[src/rtl/fetch_ctrl_pkg.sv]
// Shared core definitions used by the fetch stage and reused by decode.
package fetch_ctrl_pkg;

    localparam int XLEN = 32;
    localparam logic [XLEN-1:0] INST_NOP = 32'h0000_0013;

    typedef enum logic {
        ISSUE = 1'b0,
        WAIT  = 1'b1
    } fetch_state_e;

    // Instruction addresses are always word aligned; low two bits are forced to zero.
    function automatic logic [XLEN-1:0] align_word(input logic [XLEN-1:0] addr);
        return addr & ~XLEN'(3);
    endfunction

endpackage

[src/rtl/fetch_ctrl_if_buf_reg.sv]
// One-entry IF/ID output buffer: holds a fetched instruction until ID accepts it.
module if_buf_reg
    import fetch_ctrl_pkg::*;
(
    input  logic            clk,
    input  logic            reset_n,
    input  logic            stall,
    input  logic            flush,
    input  logic            load,
    input  logic [XLEN-1:0] load_pc,
    input  logic [XLEN-1:0] load_inst,
    output logic            accept,
    output logic            valid,
    output logic [XLEN-1:0] pc,
    output logic [XLEN-1:0] inst
);

    logic            valid_q, valid_d;
    logic [XLEN-1:0] pc_q, pc_d;
    logic [XLEN-1:0] inst_q, inst_d;

    assign accept = valid_q & ~stall;

    // Flush beats a new load, and a new load beats the consume of the old entry.
    always_comb begin
        valid_d = valid_q;
        pc_d    = pc_q;
        inst_d  = inst_q;
        if (flush) begin
            valid_d = 1'b0;
        end else if (load) begin
            valid_d = 1'b1;
            pc_d    = load_pc;
            inst_d  = load_inst;
        end else if (accept) begin
            valid_d = 1'b0;
        end
    end

    always_ff @(posedge clk or negedge reset_n) begin
        if (!reset_n) begin
            valid_q <= 1'b0;
            pc_q    <= '0;
            inst_q  <= '0;
        end else begin
            valid_q <= valid_d;
            pc_q    <= pc_d;
            inst_q  <= inst_d;
        end
    end

    assign valid = valid_q;
    assign pc    = pc_q;
    assign inst  = inst_q;

endmodule

[src/rtl/fetch_ctrl.sv]
// Instruction fetch sequencer: owns the PC, runs a single-outstanding ROM
// handshake and feeds ID through a one-entry buffer.
module fetch_ctrl
    import fetch_ctrl_pkg::*;
#(
    parameter logic [31:0] RESET_PC    = 32'h0000_0000,
    parameter int          ACK_TIMEOUT = 16
) (
    input  logic        clk,
    input  logic        reset_n,
    input  logic        go,
    input  logic        stall,
    input  logic        branch,
    input  logic [31:0] branch_addr,
    output logic        rom_req,
    output logic [31:0] rom_addr,
    input  logic        rom_ack,
    input  logic [31:0] rom_data,
    output logic        if_valid,
    output logic [31:0] if_pc,
    output logic [31:0] if_inst,
    output logic        fetch_err,
    output logic        busy
);

    localparam int CNT_W = (ACK_TIMEOUT > 2) ? $clog2(ACK_TIMEOUT) : 1;
    localparam logic [CNT_W-1:0] CNT_LAST = CNT_W'(ACK_TIMEOUT - 2);

    fetch_state_e     state_q, state_d;
    logic [XLEN-1:0]  pc_q, pc_d;
    logic [XLEN-1:0]  addr_q, addr_d;
    logic             discard_q, discard_d;
    logic [CNT_W-1:0] cnt_q, cnt_d;
    logic             fetch_err_q, fetch_err_d;

    logic             accept;
    logic             issue;
    logic             buf_load;
    logic [XLEN-1:0]  buf_load_pc;
    logic [XLEN-1:0]  branch_tgt;

    assign branch_tgt = align_word(branch_addr);

    // A new request only goes out when the buffer will have room for its data.
    assign issue = (state_q == ISSUE) & go & ~branch & ~fetch_err_q & (~if_valid | accept);

    always_comb begin
        state_d     = state_q;
        pc_d        = pc_q;
        addr_d      = addr_q;
        discard_d   = discard_q;
        cnt_d       = cnt_q;
        fetch_err_d = fetch_err_q;
        buf_load    = 1'b0;
        buf_load_pc = pc_q;

        if (branch) begin
            pc_d = branch_tgt;
        end

        case (state_q)
            ISSUE: begin
                if (issue) begin
                    addr_d = pc_q;
                    pc_d   = pc_q + XLEN'(4);
                    if (rom_ack) begin
                        buf_load    = 1'b1;
                        buf_load_pc = pc_q;
                    end else begin
                        state_d = WAIT;
                        cnt_d   = '0;
                    end
                end
            end
            WAIT: begin
                if (rom_ack) begin
                    // Data for a stale PC is dropped, whether the redirect came earlier or now.
                    state_d     = ISSUE;
                    cnt_d       = '0;
                    discard_d   = 1'b0;
                    buf_load    = ~discard_q & ~branch;
                    buf_load_pc = addr_q;
                end else if (cnt_q == CNT_LAST) begin
                    state_d     = ISSUE;
                    cnt_d       = '0;
                    discard_d   = 1'b0;
                    fetch_err_d = 1'b1;
                end else begin
                    cnt_d = cnt_q + CNT_W'(1);
                    if (branch) begin
                        discard_d = 1'b1;
                    end
                end
            end
            default: begin
                state_d = ISSUE;
            end
        endcase
    end

    always_ff @(posedge clk or negedge reset_n) begin
        if (!reset_n) begin
            state_q     <= ISSUE;
            pc_q        <= RESET_PC;
            addr_q      <= '0;
            discard_q   <= 1'b0;
            cnt_q       <= '0;
            fetch_err_q <= 1'b0;
        end else begin
            state_q     <= state_d;
            pc_q        <= pc_d;
            addr_q      <= addr_d;
            discard_q   <= discard_d;
            cnt_q       <= cnt_d;
            fetch_err_q <= fetch_err_d;
        end
    end

    if_buf_reg u_if_buf (
        .clk       (clk),
        .reset_n   (reset_n),
        .stall     (stall),
        .flush     (branch),
        .load      (buf_load),
        .load_pc   (buf_load_pc),
        .load_inst (rom_data),
        .accept    (accept),
        .valid     (if_valid),
        .pc        (if_pc),
        .inst      (if_inst)
    );

    // Request is gated by reset so nothing leaks to the ROM while the core is held.
    assign rom_req   = reset_n & (issue | (state_q == WAIT));
    assign rom_addr  = (state_q == WAIT) ? addr_q : pc_q;
    assign busy      = (state_q == WAIT);
    assign fetch_err = fetch_err_q;

endmodule

[config.mk]
export PLATFORM = sky130hd
export DESIGN_NAME = fetch_ctrl
export DESIGN_NICKNAME = d
export VERILOG_FILES = /design/src/rtl/fetch_ctrl_pkg.sv /design/src/rtl/fetch_ctrl_if_buf_reg.sv /design/src/rtl/fetch_ctrl.sv
export SDC_FILE = /design/constraint.sdc
export NUM_CORES = 1
export LEC_CHECK = 0
export ABC_CLOCK_PERIOD_IN_PS = 7000
export CAP_MARGIN = 25
export CORE_MARGIN = 10
export CORE_UTILIZATION = 54
export DETAILED_ROUTE_END_ITERATION = 12
export GPL_ROUTABILITY_DRIVEN = 0
export PLACE_DENSITY = 0.86
export RECOVER_POWER = 100
export SLEW_MARGIN = 20
export SYNTH_ARGS = -nofsm -noshare
export SYNTH_HDL_FRONTEND = slang
export SYNTH_HIERARCHICAL = 1
export SYNTH_SLANG_ARGS = --single-unit
[constraint.sdc]
create_clock -name clk -period 7 [get_ports clk]
set_clock_uncertainty 0.15 [all_clocks]
set_input_delay 1.4 -clock clk [delete_from_list [all_inputs] [get_ports clk]]
set_output_delay 1.4 -clock clk [all_outputs]
set_load 0.03 [all_outputs]
* After elaboration in Yosys (flattened, before gate mapping)
Index checks and enable logic that the tools add are counted.
Word-level totals: logic and storage cells 63, output and inout port bits 100, register bits 136, input port bits 70
Cells by class: equality and inequality tests 3, reductions and logical operators 7, multiplexer cells 26, bitwise operators 16, add/sub/neg operators 2
Operators with widths (count):
- $mux W32 | 5
- $pmux W32 S2 | 1
- $add A32 B3 Y32 const B | 1
- $mux W4 | 4
- $mux W1 | 13
- $pmux W4 S2 | 1
- $reduce_and A2 Y1 | 4
- $and A1 B1 Y1 | 7
- $not A1 Y1 | 7
- $reduce_bool A3 Y1 | 2
- $add A4 B1 Y4 const B | 1
- $eq A4 B4 Y1 const B | 1
- $ne A2 B2 Y1 const B | 2
- $pmux W1 S2 | 2
- $reduce_and A3 Y1 | 1
- $or A1 B1 Y1 | 2

* Depth between registers and ports, before layout
Gate-level depths: netlist (run 1).
depth after elaboration 9, mapped depth 12

* Modules after synthesis
The synthesis (run 1) kept the hierarchy.
Modules (own cells, without submodules):
- fetch_ctrl | area an instance 4280.4 µm², cells an instance 473, seq. area each 1776.7 µm², times used 1
- if_buf_reg | area an instance 2741.4 µm², cells an instance 140, seq. area each 1626.6 µm², times used 1

* Worst setup path after synthesis (run 1)
No wires, ideal clock.
kind input to output, from in branch, to out rom_req, cell stages on the path 5, arrival 2.788 ns, required time 5.450 ns, setup slack 2.662 ns, buffers on the path 2, cells stage by stage buf_2 or4b_1 nor2_1 buf_2 o21a_1
On the way: word-level cells in the longest chain between the ends 6
Ends and longest elaborated chain:
- start, declared | line fetch_ctrl.sv:13 | input logic branch,
- $not A1 Y1 (no source line)
- $and A1 B1 Y1 (3 in series) | line fetch_ctrl.sv:45 | assign issue = (state_q == ISSUE) & go & ~branch & ~fetch_err_q & (~if_valid | accept);
- $or A1 B1 Y1 | line fetch_ctrl.sv:134 | assign rom_req = reset_n & (issue | (state_q == WAIT));
- $and A1 B1 Y1 | line fetch_ctrl.sv:134
- end, declared | line fetch_ctrl.sv:15 | output logic rom_req,
Every way passes these cells.

* Final worst setup path (run 1)
Ends and elaborated chain as after synthesis.

==> results of run 1 <==
[worst max path at each step]
stage	slack, ns	from	endpoint
after floorplan	2.66	branch	rom_req
after global placement	2.06	branch	rom_req
after detailed placement	2.04	branch	rom_req
after CTS	2.03	branch	rom_req
after global routing	1.74	busy$_DFF_PN0_	rom_req
final	1.85	branch	rom_req
[critical path: stages]
cell and delay [ns]:
dlygate4sd3_1 0.56, or4b_1 0.60, nor2_4 0.15, o21a_1 0.14
dlygate4sd3_1 0.76
[flip-flops by register name (all words and copies together), names as in the netlist]
name / cells
u_if_buf/pc: 32
discard_q: 1
u_if_buf/valid: 1
fetch_err: 1
addr_q: 32
busy: 1
u_if_buf/inst: 32
cnt_q: 4
pc_q: 32
[kinds of logic after synthesis]
| family | after synthesis | synth area share |
|---|---|---|
| AND/OR/NAND/NOR | 217 | 0.146 |
| buffers and inverters | 50 | 0.0454 |
| AO/OA/AOI/OAI | 82 | 0.0868 |
| adder cells (fa/ha/maj) | 3 | 0.00535 |
| flip-flops | 136 | 0.485 |
| multiplexers | 125 | 0.232 |
[power groups by stage]
stage	logic, mW	clock network (mW)	registers [mW]
after floorplan	0.413	0	1.33
after global placement	1.06	0	1.11
after detailed placement	1.09	0	1.13
after CTS	1.10	0.930	1.12
after global routing	1.00	0.964	1.13
final	0.943	0.916	1.11
[metrics by stage]
step / total power, mW / utilization / setup WS, ns / hold slack [ns]
5_1_grt: 3.10 / 0.719 / 1.74 / 0.347
4_1_cts: 3.15 / 0.734 / 2.03 / 0.348
6_report: 2.97 / 0.719 / 1.85 / 0.331
3_3_place_gp: 2.17 / 0.687 / 2.06 / 0.324
3_5_place_dp: 2.21 / 0.687 / 2.04 / 0.333
2_1_floorplan: 1.75 / - / 2.66 / 0.308
[synth_stat cells, types with 8 or more instances]
library cell / instances / area share
a21oi_1: 14 / 0.010
mux2_4: 60 / 0.13
buf_2: 8 / 0.0057
mux2_2: 61 / 0.098
nor2b_1: 8 / 0.0071
o21ai_0: 19 / 0.014
nor4_1: 8 / 0.0071
clkbuf_1: 18 / 0.0096
nand3_1: 19 / 0.014
dfrtp_1: 136 / 0.48
inv_1: 11 / 0.0059
nor2_1: 23 / 0.012
nand2_1: 115 / 0.061
nor3_1: 8 / 0.0057
[metal layers]
| metal | up-vias | track usage | wire, µm |
|---|---|---|---|
| met5 | - | 0 | 0 |
| met4 | 0 | 0.0901 | 587 |
| met3 | 50 | 0.0620 | 1290 |
| met2 | 230 | 0.385 | 10300 |
| met1 | 2782 | 0.258 | 7890 |
| li1 | 2510 | - | - |
[cell type report]
| cell class | count | area [µm²] | area share |
|---|---|---|---|
| Tap cell | 172 | 215 | 0.0236 |
| Clock buffer | 17 | 425 | 0.0467 |
| Clock inverter | 15 | 178 | 0.0195 |
| Timing Repair Buffer | 174 | 1750 | 0.192 |
| Multi-Input combinational cell | 427 | 3090 | 0.340 |
| Sequential cell | 136 | 3400 | 0.374 |
| Inverter | 11 | 41.3 | 0.00453 |
==> out/summary.txt, run 1 <==
CTS tree = done
Filler cells = 940
Post-Layout Inst Area = 9100 µm²
PostCTS Resize Cnt = 0
# nets final = 840
Worst-path clk slew = 0.06 ns
Fin Setup TNS = 0 ns
WL/cell = 21.1 µm
number of antenna-violating nets in the routed design = 0
I/O Buffers = 167
RSZ-0062 raised after global routing = false
Avg Cell Area, Syn = 11.5 µm²
R2R Path End = u_if_buf/pc[31]$_DFFE_PN0P_
Mapped Area = 7020 µm²
Max IR drop VDD = 0.164 mV
diode count = 0
HPWL after detailed placement = 13200 µm
Layout Cells excl Fill = 952
Worst R2R Start = busy$_DFF_PN0_
Clock Path Buffers = 2
Die Height = 134 µm
Final Hold Viols = 0
Async S/R FF share, synth = 1.00
Worst Setup End Kind = output pin
failing checks = max-capacitance violations, max-slew violations
Seq cells post-synth = 136
clock share of power = 0.309
largest net degree at the start of global routing = 78
P_leak = 3.89 nW
Via density = 5.85
DR pass1 iterations = 6
Cells after Synth = 613
Die Width = 134 µm
CP Data Required Time = 5.45 ns
share of post-route cells with drive strength above 1 = 0.140
Post-CTS Repair Setup Buffers = 0
core area = 12700 µm²
Num CTS Buffers = 17
Placed Instances = 919
CTS sink count = 136
CTS H-Tree Depth = 4
min cycle time layout = 5.15 ns
cts hold-fix bufs = 0
flop2flop setup slack = 2.86 ns
initial core utilization = 0.554
GR Overflow Total = 0
Arr. time, crit path = 3.60 ns
Final Max Slew Viols = 89
critical path launch point type = input port
Seq/Total Area, Yosys = 0.485
Clock Tree Root = clkbuf_16
Yosys cell types = 57
antenna violations before repair = 0
hold path endpoint = u_if_buf/pc[15]$_DFFE_PN0P_
Layout Area Growth over Synthesis = 29.7%
Sw Pwr = 1.05 mW
Comb pwr share = 0.318
critical path class = in2out
cell count of the worst reg-to-reg path = 4
Reg power frac = 0.374
Worst Hold Class = reg2reg
P_int = 1.92 mW
Worst Tran Pin Value = 2.06 ns
max cap viols = 2
leading cell types in the layout, fill and taps excluded = 136 x dfrtp_1, 114 x nand2_1, 99 x dlygate4sd3_1
Max-slew headroom = -0.372
Yosys warning count = 6
number of global-route vias before repair = 5922
ys flop type = dfrtp_1
clk_lat worst skew = 0.42 ns
first-pass GRT wire length = 32000 µm
Post-DP Area = 8700 µm²
Syn Nets = 686
power per cell area = 326 nW/µm²
sw frac = 0.353
fin crit share = 0.736
# DRC = 0
I/O Pins = 170
DR iter-0 viols = 610
commonest non-fill, non-tap cell in the layout = dfrtp_1
FMAX = 194 MHz
Setup violations, final = 0
vias post-DR = 5572
gr usage total = 0.224
area of the die = 18000 µm²
min-delay src = u_if_buf/pc[15]$_DFFE_PN0P_
Cells on Worst Hold Path = 1
site row count = 41
total wire length after detailed routing = 20100 µm
crit-path max FO = 2
EDFF count, synth = 0
outcome = complete, but fails checks
Power figures use the tool's default switching activity.
==> run 2: changes to the inputs <==
--- a/config.mk
+++ b/config.mk
@@ -5,13 +5,13 @@
 export SDC_FILE = /design/constraint.sdc
 export NUM_CORES = 1
 export LEC_CHECK = 0
-export ABC_CLOCK_PERIOD_IN_PS = 7000
+export ABC_CLOCK_PERIOD_IN_PS = 4800
 export CAP_MARGIN = 25
 export CORE_MARGIN = 10
-export CORE_UTILIZATION = 54
+export CORE_UTILIZATION = 50
 export DETAILED_ROUTE_END_ITERATION = 12
 export GPL_ROUTABILITY_DRIVEN = 0
-export PLACE_DENSITY = 0.86
+export PLACE_DENSITY = 0.81
 export RECOVER_POWER = 100
 export SLEW_MARGIN = 20
 export SYNTH_ARGS = -nofsm -noshare
==> constraint.sdc (replaced) <==
create_clock -name clk -period 4.8 [get_ports clk]
set_clock_uncertainty 0.15 [all_clocks]
set_input_delay 0.96 -clock clk [delete_from_list [all_inputs] [get_ports clk]]
set_output_delay 0.96 -clock clk [all_outputs]
set_load 0.03 [all_outputs]
==> run 2 against run 1 <==
- the flow still finishes with violations (max-capacitance violations, max-slew violations)
- sequential power grew 44%
- flip-flop and latch count stayed put
- worst hold slack worse by 0.0047 ns
- non-clock buffer count grew 3
- global-route usage shrank 2.2 points
- utilization down 5.5 points
- routed wire length is 2.9% lower
- clock power up 63%
- total power up 50%
- die area up 6.8%
- clock-buffer cell count unchanged
- combinational power increased by 45%
==> out/summary.txt, run 2 (same netlist as run 1, synthesis figures left out) <==
Worst Hold Class = reg2reg
Layout Area Growth over Synthesis = 30.7%
number of global-route vias before repair = 5701
Worst R2R Start = busy$_DFF_PN0_
Num CTS Buffers = 17
Final Hold Viols = 0
initial core utilization = 0.508
Placed Instances = 930
CTS tree = done
largest stage delay on the critical path = 0.61 ns
total wire length after detailed routing = 19500 µm
Cells on Worst Hold Path = 1
Placement Setup Slack = 0.953 ns
min-delay src = u_if_buf/inst[5]$_DFFE_PN0P_
area of the die = 19200 µm²
Util after Layout = 0.664
worst-path cell chain = dlygate4sd3_1, nor4b_1, clkbuf_1, nand2_2, a21oi_1, nor2b_1, buf_4, mux2_1
vias post-DR = 5467
I/O Buffers = 167
Worst Hold Slack = 0.327 ns
cts hold-fix bufs = 0
Post-Layout Inst Area = 9180 µm²
Die Width = 139 µm
antenna violations before repair = 0
Reg power frac = 0.359
first-pass GRT wire length = 31800 µm
sw frac = 0.337
Arr. time, crit path = 4.15 ns
Max-slew headroom = -0.0511
site row count = 43
Clock Tree Root = clkbuf_16
critical path class = in2reg
HPWL after detailed placement = 13200 µm
I/O Pins = 170
P_int = 2.96 mW
Clock Path Buffers = 2
Setup violations, final = 0
Sw Pwr = 1.50 mW
FMAX = 249 MHz
Final Max Slew Viols = 63
Die Height = 139 µm
Via density = 5.68
max cap viols = 1
Design Power = 4.46 mW
diode count = 0
clock share of power = 0.334
min cycle time layout = 4.01 ns
PnR worst setup slack = 0.790 ns
Post-CTS Repair Setup Buffers = 0
CTS H-Tree Depth = 4
Post-DP Area = 8730 µm²
P_leak = 3.93 nW
largest net degree at the start of global routing = 77
PostCTS Resize Cnt = 0
# nets final = 843
commonest non-fill, non-tap cell in the layout = dfrtp_1
GR Overflow Total = 0
Worst Setup End Kind = flop
leading cell types in the layout, fill and taps excluded = 136 x dfrtp_1, 114 x nand2_1, 100 x dlygate4sd3_1
Worst Tran Pin Value = 1.58 ns
number of antenna-violating nets in the routed design = 0
RSZ-0062 raised after global routing = false
DR pass1 iterations = 5
share of post-route cells with drive strength above 1 = 0.146
crit-path max FO = 21
power per cell area = 486 nW/µm²
Worst path slowest cell = dlygate4sd3_1
gr usage total = 0.202
# DRC = 0
DR iter-0 viols = 497
R2R Path End = u_if_buf/pc[24]$_DFFE_PN0P_
CTS sink count = 136
Max IR drop VDD = 0.328 mV
core area = 13800 µm²
Worst-path clk slew = 0.06 ns
clk_lat worst skew = 0.42 ns
hold path endpoint = u_if_buf/inst[5]$_DFFE_PN0P_
cell count of the worst reg-to-reg path = 8
fin crit share = 0.835
Fin Setup TNS = 0 ns
failing checks = max-capacitance violations, max-slew violations
flop2flop setup slack = 0.88 ns
Layout Cells excl Fill = 963
outcome = complete, but fails checks
critical path launch point type = input port
WL/cell = 20.2 µm
CP Data Required Time = 4.94 ns
Comb pwr share = 0.307
-- run 2: cell count changes in the layout (fill, tap and decap cells not counted), sizes merged --
cell	before	now
bufinv	3	6
clkbuf	19	20
clkinvlp	5	4
buf	6	9
clkdlybuf4s50	67	65
inv	13	12
dlygate4sd3	99	100
clkinv	5	4
-- run 2: per-layer routing --
metal / wire length, µm / track usage / vias to the layer above
li1: - / - / 2518
met1: 7930 / 0.253 / 2758
met2: 10000 / 0.333 / 175
met3: 1350 / 0.0565 / 16
met4: 194 / 0.0577 / 0
met5: 0 / 0 / -
-- run 2: how the worst max path moves through the flow --
stage / start / endpoint / slack, ns / cells after the start
floorplan: branch / u_if_buf/inst[0]$_DFFE_PN0P_ / 1.33 / 11
finish: branch / u_if_buf/pc[24]$_DFFE_PN0P_ / 0.79 / 8
global route: branch / u_if_buf/pc[24]$_DFFE_PN0P_ / 0.69 / 8
detailed placement: branch / u_if_buf/pc[26]$_DFFE_PN0P_ / 0.95 / 8
CTS: busy$_DFF_PN0_ / rom_addr[31] / 1.08 / 2
global placement: stall / u_if_buf/pc[26]$_DFFE_PN0P_ / 1.05 / 8
-- run 2: worst max-delay path, delay by kind of cell --
family / cells / cell delay (ns)
and+or+nand+nor: 3 / 1.06
muxes: 1 / 0.37
AOI/OAI and AO/OA: 1 / 0.31
buffers and inverters: 3 / 1.42
-- run 2: layout make-up --
cell class              count  area [µm²]
clock buffers              17         425
clock inverters            15         250
fillers                  1021        4650
inverters                  11        41.3
multi-input cells         427        3070
flip-flops and latches    136        3400
well taps                 180         225
repair buffers            177        1760
-- run 2: power groups by stage --
stage | Sequential [mW] | Clock, mW | Combinational (mW)
after global routing | 1.65 | 1.58 | 1.45
after detailed placement | 1.64 | 0 | 1.58
final | 1.60 | 1.49 | 1.37
after global placement | 1.62 | 0 | 1.56
after floorplan | 1.95 | 0 | 0.602
after CTS | 1.63 | 1.52 | 1.59
==> run 3: changes to the inputs <==
--- a/config.mk
+++ b/config.mk
@@ -5,7 +5,7 @@
 export SDC_FILE = /design/constraint.sdc
 export NUM_CORES = 1
 export LEC_CHECK = 0
-export ABC_CLOCK_PERIOD_IN_PS = 4800
+export ABC_CLOCK_PERIOD_IN_PS = 3900
 export CAP_MARGIN = 25
 export CORE_MARGIN = 10
 export CORE_UTILIZATION = 50
==> constraint.sdc (replaced) <==
create_clock -name clk -period 3.9 [get_ports clk]
set_clock_uncertainty 0.15 [all_clocks]
set_input_delay 0.78 -clock clk [delete_from_list [all_inputs] [get_ports clk]]
set_output_delay 0.78 -clock clk [all_outputs]
set_load 0.03 [all_outputs]
==> run 3 against run 2 <==
- the run still ends with max-capacitance violations, max-slew violations left
- combinational power is 23% higher
- die area stayed put
- clock power is 6% higher
- critical endpoint is now rom_addr[23]
- clock-buffer cell count is 7 higher
- non-clock buffer count is 4 higher
==> out/summary.txt, run 3 (same netlist as run 1, synthesis figures left out) <==
Util after Layout = 0.656
critical path launch point type = flop
Comb pwr share = 0.322
initial core utilization = 0.508
largest net degree at the start of global routing = 82
Sw Pwr = 1.81 mW
flip-flop and latch area = 3400 µm²
CTS tree = done
I/O Pins = 170
# DRC = 0
vias post-DR = 5449
FMAX = 278 MHz
flop2flop setup slack = 0.43 ns
number of antenna-violating nets in the routed design = 0
Via density = 5.63
fin crit share = 0.923
share of post-route cells with drive strength above 1 = 0.144
CTS sink count = 136
number of global-route vias before repair = 5755
Max IR drop VDD = 0.351 mV
gr usage total = 0.203
Layout Area Growth over Synthesis = 29.1%
Setup violations, final = 0
Reg power frac = 0.377
Max-slew headroom = -0.357
sw frac = 0.345
clk_lat worst skew = 0.42 ns
area of the die = 19200 µm²
crit-path max FO = 29
Post-DP Area = 8770 µm²
min cycle time layout = 3.60 ns
Worst Hold Class = reg2reg
Post-CTS Repair Setup Buffers = 0
Die Width = 139 µm
leading cell types in the layout, fill and taps excluded = 135 x dfrtp_1, 114 x nand2_1, 98 x dlygate4sd3_1
Worst R2R Start = busy$_DFF_PN0_
first-pass GRT wire length = 31800 µm
Worst Setup End Kind = output pin
DR iter-0 viols = 516
commonest non-fill, non-tap cell in the layout = dfrtp_1
site row count = 43
power per cell area = 577 nW/µm²
CP endpoint = rom_addr[23]
total wire length after detailed routing = 19500 µm
core area = 13800 µm²
CP startpoint = busy$_DFF_PN0_
DR pass1 iterations = 5
Fin Setup TNS = 0 ns
Post-Layout Inst Area = 9070 µm²
CTS H-Tree Depth = 4
Final Max Slew Viols = 82
P_int = 3.43 mW
max cap viols = 1
Worst-path clk slew = 0.06 ns
R2R Path End = u_if_buf/inst[21]$_DFFE_PN0P_
Worst Tran Pin Value = 2.04 ns
WL/cell = 20.2 µm
Clock Tree Root = clkbuf_16
critical path class = reg2out
cell count of the worst reg-to-reg path = 8
# nets final = 847
failing checks = max-capacitance violations, max-slew violations
CP Data Required Time = 2.97 ns
outcome = complete, but fails checks
antenna violations before repair = 2
Arr. time, crit path = 2.67 ns
clock share of power = 0.301
Worst Hold Slack = 0.326 ns
GR Overflow Total = 0
RSZ-0062 raised after global routing = false
PostCTS Resize Cnt = 0
cts hold-fix bufs = 0
Clock Path Buffers = 2
Final Hold Viols = 0
Num CTS Buffers = 17
Die Height = 139 µm
I/O Buffers = 167
P_leak = 3.89 nW
multi-input logic area = 3070 µm²
HPWL after detailed placement = 13400 µm
Filler cells = 1051
-- run 3: final cells by class --
| class | count | area share |
|---|---|---|
| flip-flops and latches | 136 | 0.375 |
| inverters | 11 | 0.00455 |
| clock inverters | 7 | 0.0103 |
| clock buffers | 24 | 0.0531 |
| well taps | 180 | 0.0248 |
| repair buffers | 181 | 0.193 |
| multi-input cells | 427 | 0.338 |
| diodes | 1 | 0.000276 |
-- run 3: power groups by stage --
stage | registers, mW | logic (mW) | clock network [mW]
3_5_place_dp | 2.01 | 1.96 | 0
4_1_cts | 2.00 | 1.98 | 1.59
5_1_grt | 2.02 | 1.79 | 1.66
2_1_floorplan | 2.40 | 0.741 | 0
3_3_place_gp | 1.98 | 1.93 | 0
6_report | 1.97 | 1.69 | 1.58
-- run 3: how the worst min path moves through the flow --
stage | from | end | slack (ns) | cells past startpoint
floorplan | addr_q[0]$_DFFE_PN0P_ | addr_q[0]$_DFFE_PN0P_ | 0.31 | 2
global placement | addr_q[8]$_DFFE_PN0P_ | addr_q[8]$_DFFE_PN0P_ | 0.32 | 2
detailed placement | addr_q[24]$_DFFE_PN0P_ | addr_q[24]$_DFFE_PN0P_ | 0.33 | 2
CTS | addr_q[3]$_DFFE_PN0P_ | addr_q[3]$_DFFE_PN0P_ | 0.35 | 2
global route | u_if_buf/inst[27]$_DFFE_PN0P_ | u_if_buf/inst[27]$_DFFE_PN0P_ | 0.34 | 1
finish | u_if_buf/inst[26]$_DFFE_PN0P_ | u_if_buf/inst[26]$_DFFE_PN0P_ | 0.33 | 1
-- run 3: through the flow --
stage	power, mW	instances	worst slack [ns]
floorplan	3.14	613	0.611
global placement	3.91	935	0.565
detailed placement	3.97	935	0.447
CTS	5.56	966	0.495
global route	5.48	967	0.224
finish	5.24	967	0.302
-- run 3: critical path, cell delays in order, from the launching register on --
cell and delay [ns]:
dfrtp_2 0.73, clkbuf_2 0.42, mux2_2 0.39, dlygate4sd3_1 0.69
-- run 3: metal layers --
layer / vias to the layer above / GRT usage / routed length, µm
li1: 2529 / - / -
met1: 2716 / 0.252 / 8010
met2: 172 / 0.327 / 9760
met3: 30 / 0.0572 / 1360
met4: 2 / 0.0788 / 399
met5: - / 0 / 11
==> RTL change 1: new RTL, config.mk and constraints of run 3 <==
Reset style: synchronous (`reset_n`), changed in 2 clocked blocks.
--- a/src/rtl/fetch_ctrl_if_buf_reg.sv
+++ b/src/rtl/fetch_ctrl_if_buf_reg.sv
@@ -37,7 +37,7 @@
         end
     end
 
-    always_ff @(posedge clk or negedge reset_n) begin
+    always_ff @(posedge clk) begin
         if (!reset_n) begin
             valid_q <= 1'b0;
             pc_q    <= '0;
--- a/src/rtl/fetch_ctrl.sv
+++ b/src/rtl/fetch_ctrl.sv
@@ -98,7 +98,7 @@
         endcase
     end
 
-    always_ff @(posedge clk or negedge reset_n) begin
+    always_ff @(posedge clk) begin
         if (!reset_n) begin
             state_q     <= ISSUE;
             pc_q        <= RESET_PC;
Check against the original RTL: differs if reset_n is asserted again (counterexample within 4 cycles, from zero or initial values and one cycle with reset_n low); with reset_n held inactive, the same outputs for 4 cycles.
==> RTL change 1 against run 3 <==
The flow still finishes with violations (max-capacitance violations, max-slew violations); final area shrank 0.98%; sequential share of layout area fell by 7.2 points; largest cell class is now multi-input gates; sequential cell count is the same; synthesized area down 2.0%; highest routed layer is now met4; routed wire length shrank 1.7%; worst setup slack better by 190 ps.
Power is not compared: it rests on default switching activity, and its combinational part moved more than twofold at a synthesized area within 25%.
==> RTL change 1: results (changes against run 3) <==
- Status: complete, but fails checks
- Violated checks: max-capacitance violations, max-slew violations
- Most common cell in the netlist: nand2_1
- Buffer share of cell area: 0.198 (+0.00483)
- WL/cell: 17.2 um (-15%)
- Met3 routed WL: 1830 um (+35%)
- Max cap viols: 1 (unchanged)
- Commonest cells in the netlist: nand2_1, dfxtp_1, a21oi_1
- CP endpoint: u_if_buf/pc[31]$_SDFFE_PN0P_
- R2R cell count: 6 (-2)
- Post-synthesis compound-gate area fraction: 0.105 (+0.0184)
- Hold Crit Start: u_if_buf/inst[19]$_SDFFE_PN0P_
- Sequential share of cell area: 0.303 (-0.0721)
- Layout cells sized above 1: 0.121 (-0.0230)
- Wire length on met1: 8120 um (+1.3%)
- Multi-input gates: 586 (+37%)
- Routed wl met2: 9030 um (-7.5%)
- Row count: 42 (-2.3%)
- Top FF cell, synth: dfxtp_1
- Slew at the pin closest to its max-slew limit: 2980 ps (+950 ps)
- Hold path depth: 2 (+1)
- Routing usage on met3: 0.0761 (+0.0189)
- Inverters: 12 (+1)
- Final WS setup: 487 ps (+185 ps)
- Initial antenna violation count: 0 (-2)
- Largest net degree at the start of global routing: 109 (+33%)
- Fraction of area in multi-input gates: 0.411 (+0.0727)
- Placed Instances: 1089 (+16%)
- DR iter-0 viols: 455 (-12%)
- Max Slew Vio Count: 63 (-23%)
- Reg2reg start: busy$_SDFF_PN0_
- Synth Net Count: 872 (+27%)
- DP Wirelength: 12900 um (-3.6%)
- Grt met2 use: 0.315 (-0.0113)
- CP Max Fanout: 31 (+6.9%)
- Ys async rst share: 0 (-1.00)
- M1 GR Usage: 0.248 (-0.00416)
- Top Metal Used: met4
- WP data arrival: 3600 ps (+930 ps)
- Number of vias per cell: 5.42 (-3.8%)
- Fill count: 1093 (+4.0%)
- Register-to-register setup slack: 800 ps (+370 ps)
- Adder-cell share of the synthesized area: 0.00546 (+0.000112)
- Clock buffers: 28 (+17%)
- CP max stage delay: 1020 ps (+290 ps)
- Overall Global Routing Usage: 0.199 (-0.00319)
RTL change 1: cell count changes in the layout (fill, tap and decap cells not counted), sizes merged, moves of 8 or more:
| cell | before | now |
|---|---|---|
| mux2 | 121 | 63 |
| dfrtp | 136 | 0 |
| a21oi | 14 | 69 |
| mux2i | 4 | 65 |
| nand4 | 7 | 15 |
| o21ai | 19 | 27 |
| dfxtp | 0 | 136 |
| nand2 | 115 | 214 |
RTL change 1: how the worst min path moves through the flow:
| stage | end | slack, ps |
|---|---|---|
| global route | u_if_buf/inst[9]$_SDFFE_PN0P_ | 310 |
| detailed placement | u_if_buf/pc[2]$_SDFFE_PN0P_ | 300 |
| CTS | u_if_buf/inst[16]$_SDFFE_PN0P_ | 310 |
| floorplan | addr_q[0]$_SDFFE_PN0P_ | 290 |
| global placement | u_if_buf/inst[25]$_SDFFE_PN0P_ | 290 |
| finish | u_if_buf/inst[19]$_SDFFE_PN0P_ | 300 |
==> RTL change 2: new RTL, flow settings as in run 3 <==
Made on the original files. The parameter `ACK_TIMEOUT` goes from 16 to 8.
--- a/src/rtl/fetch_ctrl.sv
+++ b/src/rtl/fetch_ctrl.sv
@@ -4,7 +4,7 @@
     import fetch_ctrl_pkg::*;
 #(
     parameter logic [31:0] RESET_PC    = 32'h0000_0000,
-    parameter int          ACK_TIMEOUT = 16
+    parameter int          ACK_TIMEOUT = 8
 ) (
     input  logic        clk,
     input  logic        reset_n,
Check against the original RTL: no difference found for any inputs over 4 cycles, from zero or initial values and one cycle with reset_n low; that may be too few to reach the edited logic, so the function may still have changed.
==> RTL change 2 against run 3 <==
The run still ends with max-capacitance violations, max-slew violations left; power up 0.44%; sequential cell count down 1; worst setup slack better by 5.3 ps; final area down 0.30%; synthesized area about the same; routed wire length up 2.0%; critical endpoint is now rom_addr[20]; largest power group unchanged.
==> RTL change 2: results (changes against run 3) <==
- Status: complete, but fails checks
- Violated checks: max-capacitance violations, max-slew violations
- Post-CTS Setup Repair Bufs: 0 (unchanged)
- Placed Instances: 937 (+0.21%)
- Final min period: 3590 ps (-5.32 ps)
- Syn avg cell area: 11.3 um2 (-1.2%)
- Register-to-register setup slack: 570 ps (+140 ps)
- Commonest cells in the netlist: dfrtp_1, nand2_1, mux2_2
- R2R cell count: 7 (-1)
- Distinct cells, synth: 56 (-1.8%)
- Net Switching: 0.00185 W (+2.6%)
- Worst VDD drop: 284 uV (-19%)
- First-pass GRT wire length: 33200 um (+4.6%)
- First-pass detailed-route iteration total: 6 (+1)
- Initial antenna violation count: 2 (unchanged)
- Clock slew at reported path FFs: 60 ps (about the same)
- Number of vias per cell: 5.81 (+3.0%)
- Pleak: 3.86 nW (-0.88%)
- Largest net degree at the start of global routing: 56 (-32%)
- NumNets Final: 847 (unchanged)
- Max Slew Vio Count: 85 (+3.7%)
- Total number of vias: 5632 (+3.4%)
- DP Wirelength: 14100 um (+5.3%)
- Min-delay worst type: input port to async pin
- Max-slew headroom: -0.586 (-0.229)
- DR iter-0 viols: 429 (-17%)
- CTS resizes: 0 (unchanged)
- I/O Buffers: 167 (unchanged)
- Max cap viols: 2 (+1)
- WP data arrival: 2660 ps (about the same)
- Reg2Reg Capture Point: pc_q[11]$_DFF_PN0_
- Number of global-route vias before repair: 5939 (+3.2%)
- Top FF cell, synth: dfrtp_1
- Layout cells sized above 1: 0.152 (+0.00852)
- Synth area leaders: dfrtp_1, mux2_4, mux2_2
- Post-synthesis sequential area ratio: 0.481 (-0.00331)
- WL/cell: 20.5 um (+1.7%)
- Setup WS pre-CTS: 669 ps (+222 ps)
- Synth Net Count: 691 (+0.73%)
- Overall Global Routing Usage: 0.212 (+0.00937)
==> RTL change 2: changes by cell type after synthesis, moves of 3 or more <==
cell and delta:
buf_1 +3, inv_1 -3, nand2_1 -8, nand4_1 +7, o21ai_0 +4, o22ai_1 +3
o311a_1 -4, o31ai_1 +3, or2_2 +3, or4_1 +3
==> RTL change 2: critical path, cell delays in order (launching register included) <==
cell           delay [ps]
dfrtp_2               730
clkbuf_2              430
mux2_2                370
dlygate4sd3_1         690
==> RTL change 2: cells by family (layout without fill, tap and decap cells) <==
kind of cell	after synthesis	count (layout)	synth area share
AND/OR/NAND/NOR	217	217	0.150
flip-flops	135	135	0.481
multiplexers	124	124	0.231
AO/OA/AOI/OAI	90	90	0.0904
buffers and inverters	53	221	0.0462
adder cells (fa/ha/maj)	1	1	0.00178
other	0	2	0
==> RTL change 2: layout make-up <==
class                   instances  area [um2]
flip-flops and latches        135        3380
well taps                     180         225
fillers                      1098        4790
repair buffers                181        1760
diodes                          2        5.00
clock inverters                10         105
clock buffers                  21         450
multi-input cells             432        3080
inverters                       9        33.8
==> RTL change 2: layer usage <==
layer | routed length [um] | track usage | vias to the layer above
li1 | - | - | 2550
met4 | 315 | 0.0849 | 0
met2 | 10200 | 0.344 | 249
met3 | 1560 | 0.0637 | 23
met1 | 7900 | 0.258 | 2810
met5 | 0 | 0 | -
==> RTL change 2: how the worst max path moves through the flow <==
stage / to / cells past startpoint / from
after detailed placement: u_if_buf/pc[8]$_DFFE_PN0P_ / 7 / branch
after global routing: rom_addr[20] / 3 / busy$_DFF_PN0_
after floorplan: u_if_buf/inst[0]$_DFFE_PN0P_ / 10 / branch
after CTS: rom_addr[31] / 3 / busy$_DFF_PN0_
final: rom_addr[20] / 3 / busy$_DFF_PN0_
after global placement: rom_req / 6 / branch
==> RTL change 2: power groups by stage <==
stage	combinational [W]	clock [W]	sequential [W]
floorplan	0.000788	0	0.00240
detailed placement	0.00202	0	0.00203
global route	0.00185	0.00162	0.00205
CTS	0.00204	0.00154	0.00202
global placement	0.00198	0	0.00200
finish	0.00175	0.00152	0.00199
==> RTL change 2: through the flow <==
step                      hold WS (ps)  power, W  cell area (um2)
after floorplan                    308   0.00319             7020
after global placement             323   0.00398             8740
after detailed placement           331   0.00405             8740
after CTS                          172   0.00559             9300
after global routing               185   0.00552             9040
final                              148   0.00526             9040
